--- config.mk ---
export PLATFORM = sky130hd
export DESIGN_NAME = alu_result_wb
export DESIGN_NICKNAME = d
export VERILOG_FILES = /design/src/rtl/alu_result_wb.sv
export SDC_FILE = /design/constraint.sdc
export NUM_CORES = 1
export LEC_CHECK = 0
export ABC_AREA = 1
export CAP_MARGIN = 5
export CORE_MARGIN = 8
export CORE_UTILIZATION = 32
export CTS_CLUSTER_DIAMETER = 60
export DETAILED_ROUTE_END_ITERATION = 7
export SLEW_MARGIN = 10
export SYNTH_ARGS = -nofsm -noshare
export SYNTH_HDL_FRONTEND = slang
export SYNTH_SLANG_ARGS = --single-unit
--- constraint.sdc ---
create_clock -name clk -period 2 [get_ports clk]
set_clock_uncertainty 0.2 [all_clocks]
set_input_delay 0.6 -clock clk [delete_from_list [all_inputs] [get_ports clk]]
set_output_delay 0.6 -clock clk [all_outputs]
set_load 0.02 [all_outputs]
--- src/rtl/alu_result_wb.sv ---
// Writeback stage after the ALU: two-entry result FIFO plus the architectural NZCV register.
// Define COND_EVAL_EN to squash results whose 4-bit condition code fails against NZCV.
module alu_result_wb #(
  parameter int DATA_W = 32,
  parameter int RD_W   = 5
) (
  input  logic              clk,
  input  logic              rst_n,
  input  logic              in_valid,
  output logic              in_ready,
  input  logic [DATA_W-1:0] in_result,
  input  logic              in_fz,
  input  logic              in_fc,
  input  logic              in_fn,
  input  logic              in_fv,
  input  logic [RD_W-1:0]   in_rd,
  input  logic              in_set_flags,
  input  logic [3:0]        in_cond,
  output logic              out_valid,
  input  logic              out_ready,
  output logic [DATA_W-1:0] out_data,
  output logic [RD_W-1:0]   out_rd,
  output logic [3:0]        flags_nzcv,
  output logic [1:0]        occupancy
);

  logic [DATA_W-1:0] data_q [2];
  logic [DATA_W-1:0] data_d [2];
  logic [RD_W-1:0]   rd_q [2];
  logic [RD_W-1:0]   rd_d [2];
  logic              wr_ptr_q, wr_ptr_d;
  logic              rd_ptr_q, rd_ptr_d;
  logic [1:0]        count_q, count_d;
  logic [3:0]        nzcv_q, nzcv_d;

  logic pass;
  logic accept;
  logic push;
  logic pop;

`ifdef COND_EVAL_EN
  // Condition is judged against NZCV as it stands before this result's own update.
  always_comb begin
    logic n, z, c, v;
    {n, z, c, v} = nzcv_q;
    pass = 1'b0;
    unique case (in_cond)
      4'd0:  pass = z;
      4'd1:  pass = !z;
      4'd2:  pass = c;
      4'd3:  pass = !c;
      4'd4:  pass = n;
      4'd5:  pass = !n;
      4'd6:  pass = v;
      4'd7:  pass = !v;
      4'd8:  pass = c && !z;
      4'd9:  pass = !c || z;
      4'd10: pass = (n == v);
      4'd11: pass = (n != v);
      4'd12: pass = !z && (n == v);
      4'd13: pass = z || (n != v);
      4'd14: pass = 1'b1;
      default: pass = 1'b0;
    endcase
  end
`else
  logic unused_cond;
  assign unused_cond = ^in_cond;
  assign pass        = 1'b1;
`endif

  assign in_ready  = rst_n && (count_q != 2'd2);
  assign out_valid = rst_n && (count_q != 2'd0);
  assign accept    = in_valid && in_ready;
  assign push      = accept && pass;
  assign pop       = out_valid && out_ready;

  assign out_data   = (count_q != 2'd0) ? data_q[rd_ptr_q] : '0;
  assign out_rd     = (count_q != 2'd0) ? rd_q[rd_ptr_q]   : '0;
  assign flags_nzcv = nzcv_q;
  assign occupancy  = count_q;

  always_comb begin
    data_d   = data_q;
    rd_d     = rd_q;
    wr_ptr_d = wr_ptr_q;
    rd_ptr_d = rd_ptr_q;
    count_d  = count_q;
    nzcv_d   = nzcv_q;

    if (push) begin
      data_d[wr_ptr_q] = in_result;
      rd_d[wr_ptr_q]   = in_rd;
      wr_ptr_d         = ~wr_ptr_q;
    end
    if (pop) begin
      rd_ptr_d = ~rd_ptr_q;
    end

    unique case ({push, pop})
      2'b10:   count_d = count_q + 2'd1;
      2'b01:   count_d = count_q - 2'd1;
      default: count_d = count_q;
    endcase

    // Flags commit at accept time, independent of when the entry drains.
    if (push && in_set_flags) begin
      nzcv_d = {in_fn, in_fz, in_fc, in_fv};
    end
  end

  always_ff @(posedge clk) begin
    if (!rst_n) begin
      data_q[0] <= '0;
      data_q[1] <= '0;
      rd_q[0]   <= '0;
      rd_q[1]   <= '0;
      wr_ptr_q  <= 1'b0;
      rd_ptr_q  <= 1'b0;
      count_q   <= 2'd0;
      nzcv_q    <= 4'b0000;
    end else begin
      data_q[0] <= data_d[0];
      data_q[1] <= data_d[1];
      rd_q[0]   <= rd_d[0];
      rd_q[1]   <= rd_d[1];
      wr_ptr_q  <= wr_ptr_d;
      rd_ptr_q  <= rd_ptr_d;
      count_q   <= count_d;
      nzcv_q    <= nzcv_d;
    end
  end

endmodule
==> flow_metrics.env <==
export IMPL_outcome="complete, but fails checks"
export IMPL_violations="setup timing"
export IMPL_coreArea_um2=11900
export IMPL_ys_ff_latch=82
export IMPL_worstPathRequired_ns=1.20
export IMPL_muxShareOfSynthArea_pct=0
export IMPL_place_gp_congestion=0.710
export IMPL_die_x_um=126
export IMPL_hold_depth=2
export IMPL_cts_root_buffer="clkbuf_16"
export IMPL_grt_max_degree=49
export IMPL_pwr_share_clk_pct=37.7
export IMPL_rsz0062_at_grt="true"
export IMPL_diodes=0
export IMPL_fp_row_count=40
export IMPL_worst_pin_slew_ns=0.401
export IMPL_hold_viol=0
export IMPL_drtIter0Drc=198
export IMPL_p_leak_nw=2.84
export IMPL_grt_use_total_pct=13.7
export IMPL_area_growth_pct=49.5
export IMPL_crit_fanout=7
export IMPL_syn_inst=614
export IMPL_first_pass_iters=4
export IMPL_portBuffers=90
export IMPL_reg2regPathDepth=11
export IMPL_reg2reg_to="occupancy[1]"
export IMPL_vias=3838
export IMPL_drv_slew=0
export IMPL_dpl_hpwl_mm=6.92
export IMPL_worstPathArrival_ns=1.41
export IMPL_clock_path_buffers=2
export IMPL_overflow=0
export IMPL_synthSimpleGateAreaFrac_pct=32.7
export IMPL_power_density_nw_per_um2=772
export IMPL_drc=0
export IMPL_synth_nets=665
export IMPL_drive_gt1_share_pct=21.1
export IMPL_synth_compound_area_share_pct=10.4
export IMPL_synth_area_per_cell_um2=6.26
export IMPL_clk_pin_slew_ns=0.06
export IMPL_dieArea_um2=15800
export IMPL_antenna_found_initial=0
export IMPL_end_kind="output port"
export IMPL_grt_pass1_vias=3780
export IMPL_p_comb_share_pct=22.1
export IMPL_clock_sinks=82
export IMPL_min_period_over_period_pct=111
export IMPL_power_total_mw=4.44
export IMPL_hp_class="reg -> reg"
export IMPL_boundaryPins=95
export IMPL_nets=768
export IMPL_power_switching_fraction_pct=27.1
export IMPL_maxSlewHeadroom_pct=73.3
export IMPL_seqPwrFrac_pct=40.2
export IMPL_routedWlPerCell_um=12.2
export IMPL_synth_xor_area_share_pct=0
export IMPL_p_int_mw=3.24
export IMPL_ys_types=18
export IMPL_peakVddDrop_mv=0.315
export IMPL_start_util_pct=32.4
export IMPL_hp_start="wr_ptr_q"
export IMPL_p_switching_mw=1.20
export IMPL_fmax_mhz=452
export IMPL_worst_slack_ns=-0.213
export IMPL_path_class="reg -> out"
export IMPL_cap_viol_max_count=0
export IMPL_hold_end="wr_ptr_q"
export IMPL_antenna_left=0
export IMPL_ys_seq_area_share_pct=42.7
export IMPL_totalWireLength_mm=10.6
export IMPL_setup_violations=37
export IMPL_cts_tree="yes"
export IMPL_routed_via_density=4.42
export IMPL_h_tree_depth=3
export IMPL_period_needed_ns=2.21
export IMPL_reg2reg_from="occupancy[0]"
export IMPL_startpoint="occupancy[0]"
export IMPL_dp_cells=844
export IMPL_synth_fa_ha_area_share_pct=0.325
export IMPL_yosysWarnings=0
export IMPL_fin_cells=869
export IMPL_insertion_delay_ns=0.34
export IMPL_syn_area_um2=3840
export IMPL_cts_inserted_buffers=9
export IMPL_r2r_slack_ns=0.11
export IMPL_grt_pass1_wl_mm=17.7
export IMPL_die_h_um=126
export IMPL_critPathLaunchType="flop"
export IMPL_synth_top_family_by_area="simple AND/OR/NAND/NOR gates"
[cell usage in the layout (no fill, tap or decap), drive strengths merged]
| cell type | n |
|---|---|
| o21ai | 38 |
| nand4 | 3 |
| clkbuf | 16 |
| nand2 | 165 |
| dlygate4sd2 | 5 |
| buf | 77 |
| nand3 | 2 |
| clkdlybuf4s50 | 44 |
| a21oi | 42 |
| dfxtp | 82 |
| ha | 1 |
| inv | 84 |
| bufinv | 1 |
| bufbuf | 1 |
| clkinv | 1 |
| nor2 | 160 |
[worst max-delay path: stages, from the launching register on]
cell	delay, ns
dfxtp_2	0.35
inv_4	0.05
nand2_8	0.13
buf_8	0.16
o21ai_2	0.06
a21oi_2	0.17
buf_6	0.14
[flip-flops by register name, indices dropped and copies added (netlist names)]
register,count
rd_ptr_q,1
rd_q,10
occupancy,2
wr_ptr_q,1
data_q,64
flags_nzcv,4
[cells in the mapped netlist]
library cell / number / area [um^2]
nand2_2: 1 / 6.26
inv_1: 82 / 308
dfxtp_1: 82 / 1640
a21oi_1: 42 / 210
clkbuf_1: 12 / 45.0
nand2_1: 164 / 616
o21ai_0: 36 / 180
buf_2: 12 / 60.1
buf_6: 5 / 56.3
o21ai_1: 2 / 10.0
nand4_1: 2 / 12.5
ha_1: 1 / 12.5
buf_4: 7 / 52.6
inv_2: 2 / 7.51
buf_1: 1 / 3.75
nor2_1: 160 / 601
nand4_2: 1 / 12.5
nand3_1: 2 / 10.0
[area by class of cell]
class                      count  area [um^2]
sequential                    82         1650
inverter                      84          320
multi-input combinational    411         1900
timing repair buffer         129         1400
tap                          147          184
clock inverter                 2         35.0
fill                        1165         6110
clock buffer                  14          264
[cell families after synthesis]
group,Yosys count
compound gates,80
fa+ha+maj,1
buf+inv,121
flops,82
simple gates,330
[metal layers]
| metal | routed length [um] | vias to the layer above | global-route usage [%] | part of all wire [%] |
|---|---|---|---|---|
| met1 | 4770 | 1715 | 15.7 | 45 |
| li1 | - | 2035 | - | - |
| met3 | 730 | 13 | 4.64 | 6.9 |
| met5 | 0 | - | 0 | 0 |
| met2 | 4940 | 75 | 23.1 | 47 |
| met4 | 171 | 0 | 5.59 | 1.6 |
[timing repair]
action,CTS,global route
buffers inserted,3,2
cloned,4,1
setup endpoints to repair,45,54
hold buffers,0,0
gates resized for setup,259,43
hold endpoints to repair,0,0
pin swaps,1,2
[worst max-delay path by stage]
stage,endpoint,cells after the start
after floorplan,out_data[10],3
after global placement,out_data[31],6
after detailed placement,out_data[4],6
after CTS,out_data[7],7
after global routing,out_data[30],7
final,out_data[4],6
[metrics by stage]
step,setup TNS [ns],hold slack (ns),worst slack [ns],instance area (um^2),util [%]
2_1_floorplan,-0.283,0.253,-0.00944,3960,-
3_3_place_gp,-22.69,0.287,-0.405,5160,43.5
3_5_place_dp,-25.24,0.297,-0.430,5160,43.5
4_1_cts,-7.01,0.306,-0.251,5590,47.2
5_1_grt,-8.31,0.344,-0.254,5750,48.5
6_report,-6.10,0.300,-0.213,5750,48.5
[power by group through the flow]
stage	clock (mW)	combinational, mW	sequential, mW
floorplan	0	0.448	1.81
global placement	0	0.803	1.81
detailed placement	0	0.818	1.81
CTS	1.71	0.945	1.78
global route	1.77	1.08	1.80
finish	1.67	0.982	1.78
Note: power is estimated with default switching activity, not from simulation.
